<file path="src/rtl/control_pkg.sv">
// control_pkg: opcode encodings and the control bit bundle shared by decode and top
package control_pkg;
  localparam int OPW = 5;
  localparam logic [OPW-1:0] OP_NOP  = 5'd0;
  localparam logic [OPW-1:0] OP_ADD  = 5'd1;
  localparam logic [OPW-1:0] OP_SUB  = 5'd2;
  localparam logic [OPW-1:0] OP_MUL  = 5'd3;
  localparam logic [OPW-1:0] OP_AND  = 5'd4;
  localparam logic [OPW-1:0] OP_OR   = 5'd5;
  localparam logic [OPW-1:0] OP_XOR  = 5'd6;
  localparam logic [OPW-1:0] OP_NOT  = 5'd7;
  localparam logic [OPW-1:0] OP_LD   = 5'd8;
  localparam logic [OPW-1:0] OP_ST   = 5'd9;
  localparam logic [OPW-1:0] OP_BEQ  = 5'd10;
  localparam logic [OPW-1:0] OP_BNE  = 5'd11;
  localparam logic [OPW-1:0] OP_JMP  = 5'd12;
  localparam logic [OPW-1:0] OP_CALL = 5'd13;
  localparam logic [OPW-1:0] OP_RET  = 5'd14;
  localparam logic [OPW-1:0] OP_ADDI = 5'd15;
  typedef struct packed {
    logic branch;
    logic regwrite;
    logic memtoreg;
    logic memread;
    logic memwrite;
    logic alusrc;
    logic aluop;
    logic regdist;
    logic branchtype;
    logic push;
    logic pop;
    logic ret;
    logic jump;
  } ctrl_t;
endpackage

</file>
<file path="src/rtl/control_decode.sv">
// control_decode: combinational opcode to control bundle; reserved and unknown opcodes give NOP
module control_decode
  import control_pkg::*;
(
  input  logic [OPW-1:0] opcode,
  output ctrl_t          ctrl
);
  always_comb begin
    ctrl = '0;
    case (opcode)
      OP_ADD, OP_SUB, OP_MUL, OP_AND, OP_OR, OP_XOR, OP_NOT: begin
        ctrl.regwrite = 1'b1;
        ctrl.regdist  = 1'b1;
        ctrl.aluop    = 1'b1;
      end
      OP_LD: begin
        ctrl.regwrite = 1'b1;
        ctrl.memtoreg = 1'b1;
        ctrl.memread  = 1'b1;
        ctrl.alusrc   = 1'b1;
      end
      OP_ST: begin
        ctrl.memwrite = 1'b1;
        ctrl.alusrc   = 1'b1;
      end
      OP_BEQ: ctrl.branch = 1'b1;
      OP_BNE: begin
        ctrl.branch     = 1'b1;
        ctrl.branchtype = 1'b1;
      end
      OP_JMP: ctrl.jump = 1'b1;
      OP_CALL: begin
        ctrl.jump = 1'b1;
        ctrl.push = 1'b1;
      end
      OP_RET: begin
        ctrl.ret = 1'b1;
        ctrl.pop = 1'b1;
      end
      OP_ADDI: begin
        ctrl.regwrite = 1'b1;
        ctrl.alusrc   = 1'b1;
      end
      default: ctrl = '0;
    endcase
  end
endmodule

</file>
<file path="src/rtl/control.sv">
// control: registered instruction decode with hazard bubble insertion
module control
  import control_pkg::*;
(
  input  logic           clk,
  input  logic           rst,
  input  logic [OPW-1:0] opcode,
  input  logic           hazard,
  output logic           branch,
  output logic           regwrite,
  output logic           memtoreg,
  output logic           memread,
  output logic           memwrite,
  output logic           alusrc,
  output logic           aluop,
  output logic           regdist,
  output logic           branchtype,
  output logic           push,
  output logic           pop,
  output logic           ret,
  output logic           jump
);
  ctrl_t w_ctrl;
  ctrl_t r_ctrl;
  control_decode u_decode (.opcode(opcode), .ctrl(w_ctrl));
  always_ff @(posedge clk)
    r_ctrl <= (rst || hazard) ? '0 : w_ctrl;
  assign branch     = r_ctrl.branch;
  assign regwrite   = r_ctrl.regwrite;
  assign memtoreg   = r_ctrl.memtoreg;
  assign memread    = r_ctrl.memread;
  assign memwrite   = r_ctrl.memwrite;
  assign alusrc     = r_ctrl.alusrc;
  assign aluop      = r_ctrl.aluop;
  assign regdist    = r_ctrl.regdist;
  assign branchtype = r_ctrl.branchtype;
  assign push       = r_ctrl.push;
  assign pop        = r_ctrl.pop;
  assign ret        = r_ctrl.ret;
  assign jump       = r_ctrl.jump;
endmodule

</file>
<file path="config.mk">
export PLATFORM = sky130hd
export DESIGN_NAME = control
export DESIGN_NICKNAME = d
export VERILOG_FILES = /design/src/rtl/control_pkg.sv /design/src/rtl/control_decode.sv /design/src/rtl/control.sv
export SDC_FILE = /design/constraint.sdc
export NUM_CORES = 1
export LEC_CHECK = 0
export ABC_AREA = 1
export BUFFER_PORTS_ARGS = -buffer_cell sky130_fd_sc_hd__buf_2
export CORE_AREA = 2 2 39 41
export CTS_BUF_LIST = sky130_fd_sc_hd__clkbuf_2
export CTS_CLUSTER_SIZE = 30
export DETAILED_ROUTE_END_ITERATION = 8
export DIE_AREA = 0 0 41 43
export RECOVER_POWER = 25
export SLEW_MARGIN = 15
export SYNTH_ARGS = -nofsm -noshare
export SYNTH_HDL_FRONTEND = slang
export SYNTH_SLANG_ARGS = --single-unit
</file>
<file path="constraint.sdc">
create_clock -name clk -period 0.8 [get_ports clk]
set_input_delay 0.04 -clock clk [delete_from_list [all_inputs] [get_ports clk]]
set_output_delay 0.04 -clock clk [all_outputs]
set_load 0.005 [all_outputs]
</file>
After elaboration in Yosys (flattened, before gate mapping)
Cells that the tools add are included.
- bits in registers: 13
- logic and storage cells: 44
- mux-type cells: 10
- reductions and logical operators: 6
- eq/ne operators: 15
- operator list (cell ; number):
    $eq 5x4->1 const B ; 8
    $eq 5x3->1 const B ; 4
    $eq 5x2->1 const B ; 2
    $reduce_or 9->1 ; 1
    $mux 1 ; 7
    $reduce_or 7->1 ; 1
    $mux 2 ; 3
    $eq 5x1->1 const B ; 1
    $reduce_or 2->1 ; 2
    $reduce_or 3->1 ; 1
    $logic_or 1x1->1 ; 1

Logic depth before layout (Yosys ltp)
Gate-level depths: netlist of run 1.
- depth after elaboration: 3
- depth in mapped cells: 6
- gate-level depth less buffers: 6

Hierarchy
Synthesis of run 1 repeated with hierarchy kept, for this count alone.
- cells, all modules: 75
- area total of the unflattened synthesis: 561.8 um^2
- by module, submodules not included (module ; cells an instance ; times used ; area each (um^2)):
    control ; 43 ; 1 ; 417.9
    control_decode ; 32 ; 1 ; 143.9

Worst setup path before layout of run 1
No wires, ideal clock.
- path kind: input -> register
- from: in hazard
- to: reg r_ctrl, in the netlist regwrite
- arrival time: 0.425 ns
- slack: 0.317 ns
- stages: 5
- buffers on the path: 0
- path through: nor2_2 > nand2_2 > inv_2 > nand3_2 > nand2_1
- word-level cells in the longest chain between the ends: 1
- RTL lines (what ; RTL line ; text):
    from (decl) ; control.sv:8 ; input logic hazard,
    $logic_or 1x1->1 ; control.sv:27 ; r_ctrl <= (rst || hazard) ? '0 : w_ctrl;
    to (signal assigned) ; control.sv:27 ;
    to (decl) ; control.sv:24 ; ctrl_t r_ctrl;
Every way passes these cells.
A chain may end at the register's enable or synchronous reset.

Final worst setup path of run 1
- from: reg r_ctrl, in the netlist pop
- to: out pop
- RTL lines (what ; RTL line ; text):
    to (decl) ; control.sv:19 ; output logic pop,
No word-level cell between the ends.

==> key figures, run 1 <==
Routing
  • DRT antenna net count: 0
  • Initial drt markers: 9
  • Vias/cell: slightly above 4
  • DRT Pass-1 Iters: 4
  • Via count: 354
  • # DRC: 0
  • Routed WL: 670 µm
  • Routed WL per cell: around 8 µm

Yosys
  • YS warnings: 0
  • Main flop type after synthesis: dfxtp_1
  • Synth cell count leaders: nand2_1, dfxtp_1, inv_1, nor2_1, buf_4
  • Post-synthesis sequential area ratio: 0.5161
  • Async set or reset register ratio after synthesis: 0
  • Synth area leader: dfxtp_1
  • Cells after Synth: 50
  • Number of synthesized register bits: 10
  • Top-count cell post-synth: nand2_1
  • Mean Syn Cell Area: 7.757 µm²
  • Post-Syn Nets: a little under 60
  • EDFF count, synth: 0
  • Yosys top cell area share: 0.5161
  • Synthesized cell area: just under 400 µm²
  • Distinct cell type count after synthesis: 13
  • Synth top area cells: dfxtp_1, nand2_1, inv_1, buf_4, nor2_1

Place
  • Placed cell count: just over 80
  • GPL Wtd Cong: slightly below 0.8
  • DP HPWL: around 550 µm
  • IO buf count: 20

Floorplan
  • Die outline area: 1763 µm²
  • Die height: between 40 and 50 µm
  • Core Region: 1384 µm²
  • Width of the die: approximately 41 µm
  • Initial Utilization: 0.2803
  • Top-level I/O count: 21
  • Row count: 14

STA
  • WHS: 22.12 ps
  • Final hold vios: 0
  • Slew margin rel.: 0.8507
  • Final setup fails: 0
  • Final Slew Violations: 0
  • Worst Tran Pin Value: roughly 220 ps
  • Final Cycle Share: 0.9097
  • Fmax: ~1.4 GHz
  • Final min period: between 700 and 800 ps
  • RSZ-0062 raised after global routing: false
  • Setup_tns: 0 ps

Status
  • Outcome: completed

Worst setup path
  • Max incr delay on CP: about 330 ps
  • Worst EP required: about 760 ps
  • Kind of critical path: reg -> out
  • Worst-path maximum fanout: 2
  • CP bufs+invs: 1
  • Critical path startpoint: pop
  • Slowest cell on crit path: dfxtp_1
  • Crit path cell chain: buf_2
  • CP top delay family: flip-flops
  • Critical path launch point type: flip-flop
  • Crit path DAT: roughly 690 ps
  • CP endpoint kind: output pin

Min path
  • Hold EP: jump
  • Worst hold stages: 2
  • Worst min path class: in -> reg
  • Min-delay src: opcode[1]

Layout
  • Fillers: roughly 150
  • Area Growth Syn to Fin: 27.74%
  • Non-Filler Instances: 86
  • Nets: 80
  • Final core occ: 0.3580
  • Antenna Cells: 0
  • Layout cells sized above 1: 0.3857

Global routing
  • Vias in the first global route: around 300
  • First-pass GRT wire length: between 1000 and 1500 µm
  • GRT Util Overall: 0.09256
  • Gr ovfl total: 0
  • Initial antenna violation count: 0
  • Maximum number of pins on one net before global-route repair: 7

Power
  • Cell Pwr Density: approximately 1700 nW/µm²
  • Worst vdd ir: 0.5242 mV
  • Leak: about 0.31 nW

Clock tree
  • Clock Tree Root: clkbuf_2
  • CTS Hold Buffers Added: 0
  • CTS Buf Count: 3
  • Worst-path clk slew: 80 ps
  • CTS tree: built
  • Clock Sinks: 10
  • Max clock buf depth: 2
  • H-tree Lvls: 1

Flow run
  • Max Cap Viol: 0
==> flip-flops by register name (all words and copies together), names as in the netlist <==
signal / cells
memwrite: 1
alusrc: 1
jump: 1
push: 1
pop: 1
regwrite: 1
memread: 1
branch: 1
branchtype: 1
aluop: 1
==> cell families after synthesis <==
family / synth area share
simple gates: 0.3194
buf+inv: 0.1645
flops: 0.5161
==> worst max path at each step <==
stage | to | slack (ps) | depth (start not counted)
after global placement | regwrite | 130 | 7
after detailed placement | regwrite | 140 | 5
after floorplan | regwrite | 320 | 5
after CTS | pop | 50 | 1
final | pop | 70 | 1
after global routing | memread | 10 | 1
==> where the power goes <==
part / switching (W) / internal [W] / total [W]
combinational: 0.0000462 / 0.0000296 / 0.0000758
clock: 0.000152 / 0.000102 / 0.000254
sequential: 0.00000135 / 0.000504 / 0.000505
==> layout by cell type (no fill, tap or decap) <==
cell / synthesis / routed
nor2_1: 6 / 7
dfxtp_1: 10 / 9
buf_2: 0 / 19
inv_1: 10 / 10
nor2_2: 2 / 1
nor3_1: 1 / 1
nand2_1: 11 / 12
nand3_1: 2 / 2
nand4_1: 1 / 1
inv_2: 1 / 1
nand3_2: 1 / 1
clkbuf_2: 0 / 3
nor3_2: 1 / 1
clkbuf_1: 0 / 1
dfxtp_2: 0 / 1
==> metal layers <==
| layer | GRT usage | part of all wire |
|---|---|---|
| met1 | 0.08414 | 0.40 |
| met2 | 0.1313 | 0.48 |
| met3 | 0.01571 | 0.072 |
| met4 | 0.1400 | 0.046 |
| met5 | 0 | 0 |
==> repair_timing <==
item / CTS / global route
resized for setup: 0 / 1
endpoints found under the setup margin: 0 / 1
hold endpoints to repair: 0 / 0
buffers inserted: 0 / 0
==> through the flow <==
stage / worst slack (ps) / area, µm² / power, W
6_report: 72.24 / 495.5 / 0.0008352
4_1_cts: 47.86 / 500.5 / 0.0008573
5_1_grt: 12.95 / 495.5 / 0.0008901
2_1_floorplan: 317.1 / 387.9 / 0.0005607
3_5_place_dp: 138.1 / 485.5 / 0.0005962
3_3_place_gp: 134.2 / 485.5 / 0.0005958
==> cell type report <==
type	instances	area [µm²]	area share
multi-input combinational	26	118.9	0.2399
tap	16	20.02	0.04040
sequential	10	201.4	0.4066
inverter	11	41.29	0.08333
timing repair buffer	20	98.84	0.1995
clock buffer	3	15.01	0.03030
Note: power is estimated with default switching activity, not from simulation.
==> inputs of run 2 (changes only) <==
clock period = 0.9 ns   (was 0.8 ns; I/O delays follow)
==> run 2 against run 1 <==
Against the previous run: final area grew 0.25%; non-clock buffer count is the same; worst hold slack gained 5.7 ps; total power shrank 8.7%; global-route usage grew 0.10 points; sequential power shrank 11%.
==> key figures, run 2 (same netlist as run 1, synthesis figures left out) <==
Clock tree
  • H-tree Lvls: 1 (unchanged)
  • CTS resizes: 0 (unchanged)
  • Max clock buf depth: 2 (unchanged)
  • Clock Sinks: 10 (unchanged)
  • Worst-path clk slew: 100 ps (was 80 ps)
  • Clock Tree Root: clkbuf_2 (unchanged)
  • CTS Buf Count: 3 (unchanged)
  • CTS tree: built (unchanged)
  • CTS Hold Buffers Added: 0 (unchanged)
  • Post CTS Setup Buffer Count: 0 (unchanged)

Floorplan
  • Top-level I/O count: 21 (unchanged)
  • Width of the die: 41 µm (unchanged)
  • Row count: 14 (unchanged)
  • Initial Utilization: 0.2803 (unchanged)
  • Die height: 43 µm (unchanged)
  • Core Region: 1384 µm² (unchanged)
  • Die outline area: 1763 µm² (unchanged)

STA
  • Slew margin rel.: 0.8457 (was 0.8507)
  • Setup_tns: 0 ps (unchanged)
  • Worst Tran Pin Value: 230.9 ps (was 223.4 ps)
  • Final Slew Violations: 0 (unchanged)
  • WHS: 27.83 ps (was 22.12 ps)
  • Final hold vios: 0 (unchanged)
  • Final Cycle Share: 0.8225
  • RSZ-0062 raised after global routing: false (unchanged)
  • Final min period: approximately 740 ps
  • Final setup fails: 0 (unchanged)
  • Fmax: approximately 1.4 GHz
  • Fin worst setup slack: 159.8 ps (was 72.24 ps)

Worst setup path
  • Crit path DAT: 700 ps (was 690 ps)
  • Crit path cell chain: buf_2 (unchanged)
  • CP bufs+invs: 1 (unchanged)
  • Critical path launch point type: flip-flop (unchanged)
  • Kind of critical path: reg -> out (unchanged)
  • Worst EP required: 850 ps (was 760 ps)
  • CP top delay family: flip-flops (unchanged)
  • Slowest cell on crit path: dfxtp_1 (unchanged)
  • Worst-path maximum fanout: 2 (unchanged)
  • Max incr delay on CP: 330 ps (about the same)
  • CP endpoint kind: output pin (unchanged)

Routing
  • Routed WL: 669 µm (was 670 µm)
  • DRT Pass-1 Iters: 4 (unchanged)
  • Initial drt markers: 7 (was 9)
  • Routed WL per cell: 7.690 µm (was 7.791 µm)
  • Via count: 348 (was 354)
  • # DRC: 0 (unchanged)
  • DRT antenna net count: 0 (unchanged)
  • Vias/cell: 4.000 (was 4.116)

Global routing
  • Gr ovfl total: 0 (unchanged)
  • Vias in the first global route: 311 (was 305)
  • Initial antenna violation count: 0 (unchanged)
  • Maximum number of pins on one net before global-route repair: 7 (unchanged)
  • First-pass GRT wire length: 1035 µm (was 1007 µm)
  • GRT Util Overall: 0.09356 (was 0.09256)

Place
  • GPL Wtd Cong: 0.8297 (was 0.7827)
  • IO buf count: 20 (unchanged)
  • DP HPWL: 544.4 µm (was 549.3 µm)
  • Placed cell count: 83 (unchanged)
  • Post-place setup slack: 239.9 ps (was 138.1 ps)

Layout
  • Commonest non-fill, non-tap cell in the layout: buf_2 (unchanged)
  • Layout cells sized above 1: 0.3521 (was 0.3857)
  • Non-Filler Instances: 87 (was 86)
  • Area Growth Syn to Fin: 28.06% (was 27.74%)
  • Antenna Cells: 0 (unchanged)
  • Commonest non-fill, non-tap cells in the layout: buf_2, nand2_1, inv_1, dfxtp_1, nor2_1 (unchanged)
  • Nets: 80 (unchanged)

Power
  • Worst vdd ir: 0.4690 mV (was 0.5242 mV)
  • Leak: 0.3125 nW (was 0.3142 nW)
  • Cell Pwr Density: 1535 nW/µm² (was 1686 nW/µm²)

Flow run
  • Max Cap Viol: 0 (unchanged)

Status
  • Outcome: completed (unchanged)

Min path
  • Worst min path class: in -> reg (unchanged)
==> run 2: path summary, 6_finish.rpt <==
check	startpoint	end	cells after the start	slack [ps]
worst min-delay path	rst	push	4	30
worst max-delay path	memread	memread	1	160
==> run 2: per-layer routing <==
layer / vias to the layer above / GRT usage / routed length (µm)
li1: 186 / - / -
met1: 138 / 0.08738 / 294
met2: 19 / 0.1313 / 273
met3: 5 / 0.01571 / 52
met4: 0 / 0.1400 / 48
met5: - / 0 / 0
==> run 2: power by group <==
group	switching, W	internal, W
Clock	0.000150	0.0000965
Combinational	0.0000414	0.0000257
Sequential	0.00000126	0.000448
Total	0.000192	0.000570
==> run 2: final cells by class <==
type                    count  area [µm²]
well taps                  16       20.02
clock buffers               3       15.01
inverters                  11       41.29
multi-input cells          26       118.9
flip-flops and latches     10       200.2
fillers                   153       887.1
repair buffers             20       97.59
clock inverters             1       3.754
==> run 2: per-stage QoR <==
step	instance area, µm²	utilization	power (W)
detailed placement	485.5	0.3508	0.0005303
global placement	485.5	0.3508	0.0005293
floorplan	387.9	-	0.0004984
CTS	504.2	0.3644	0.0007785
finish	496.7	0.3590	0.0007624
global route	496.7	0.3590	0.0008164
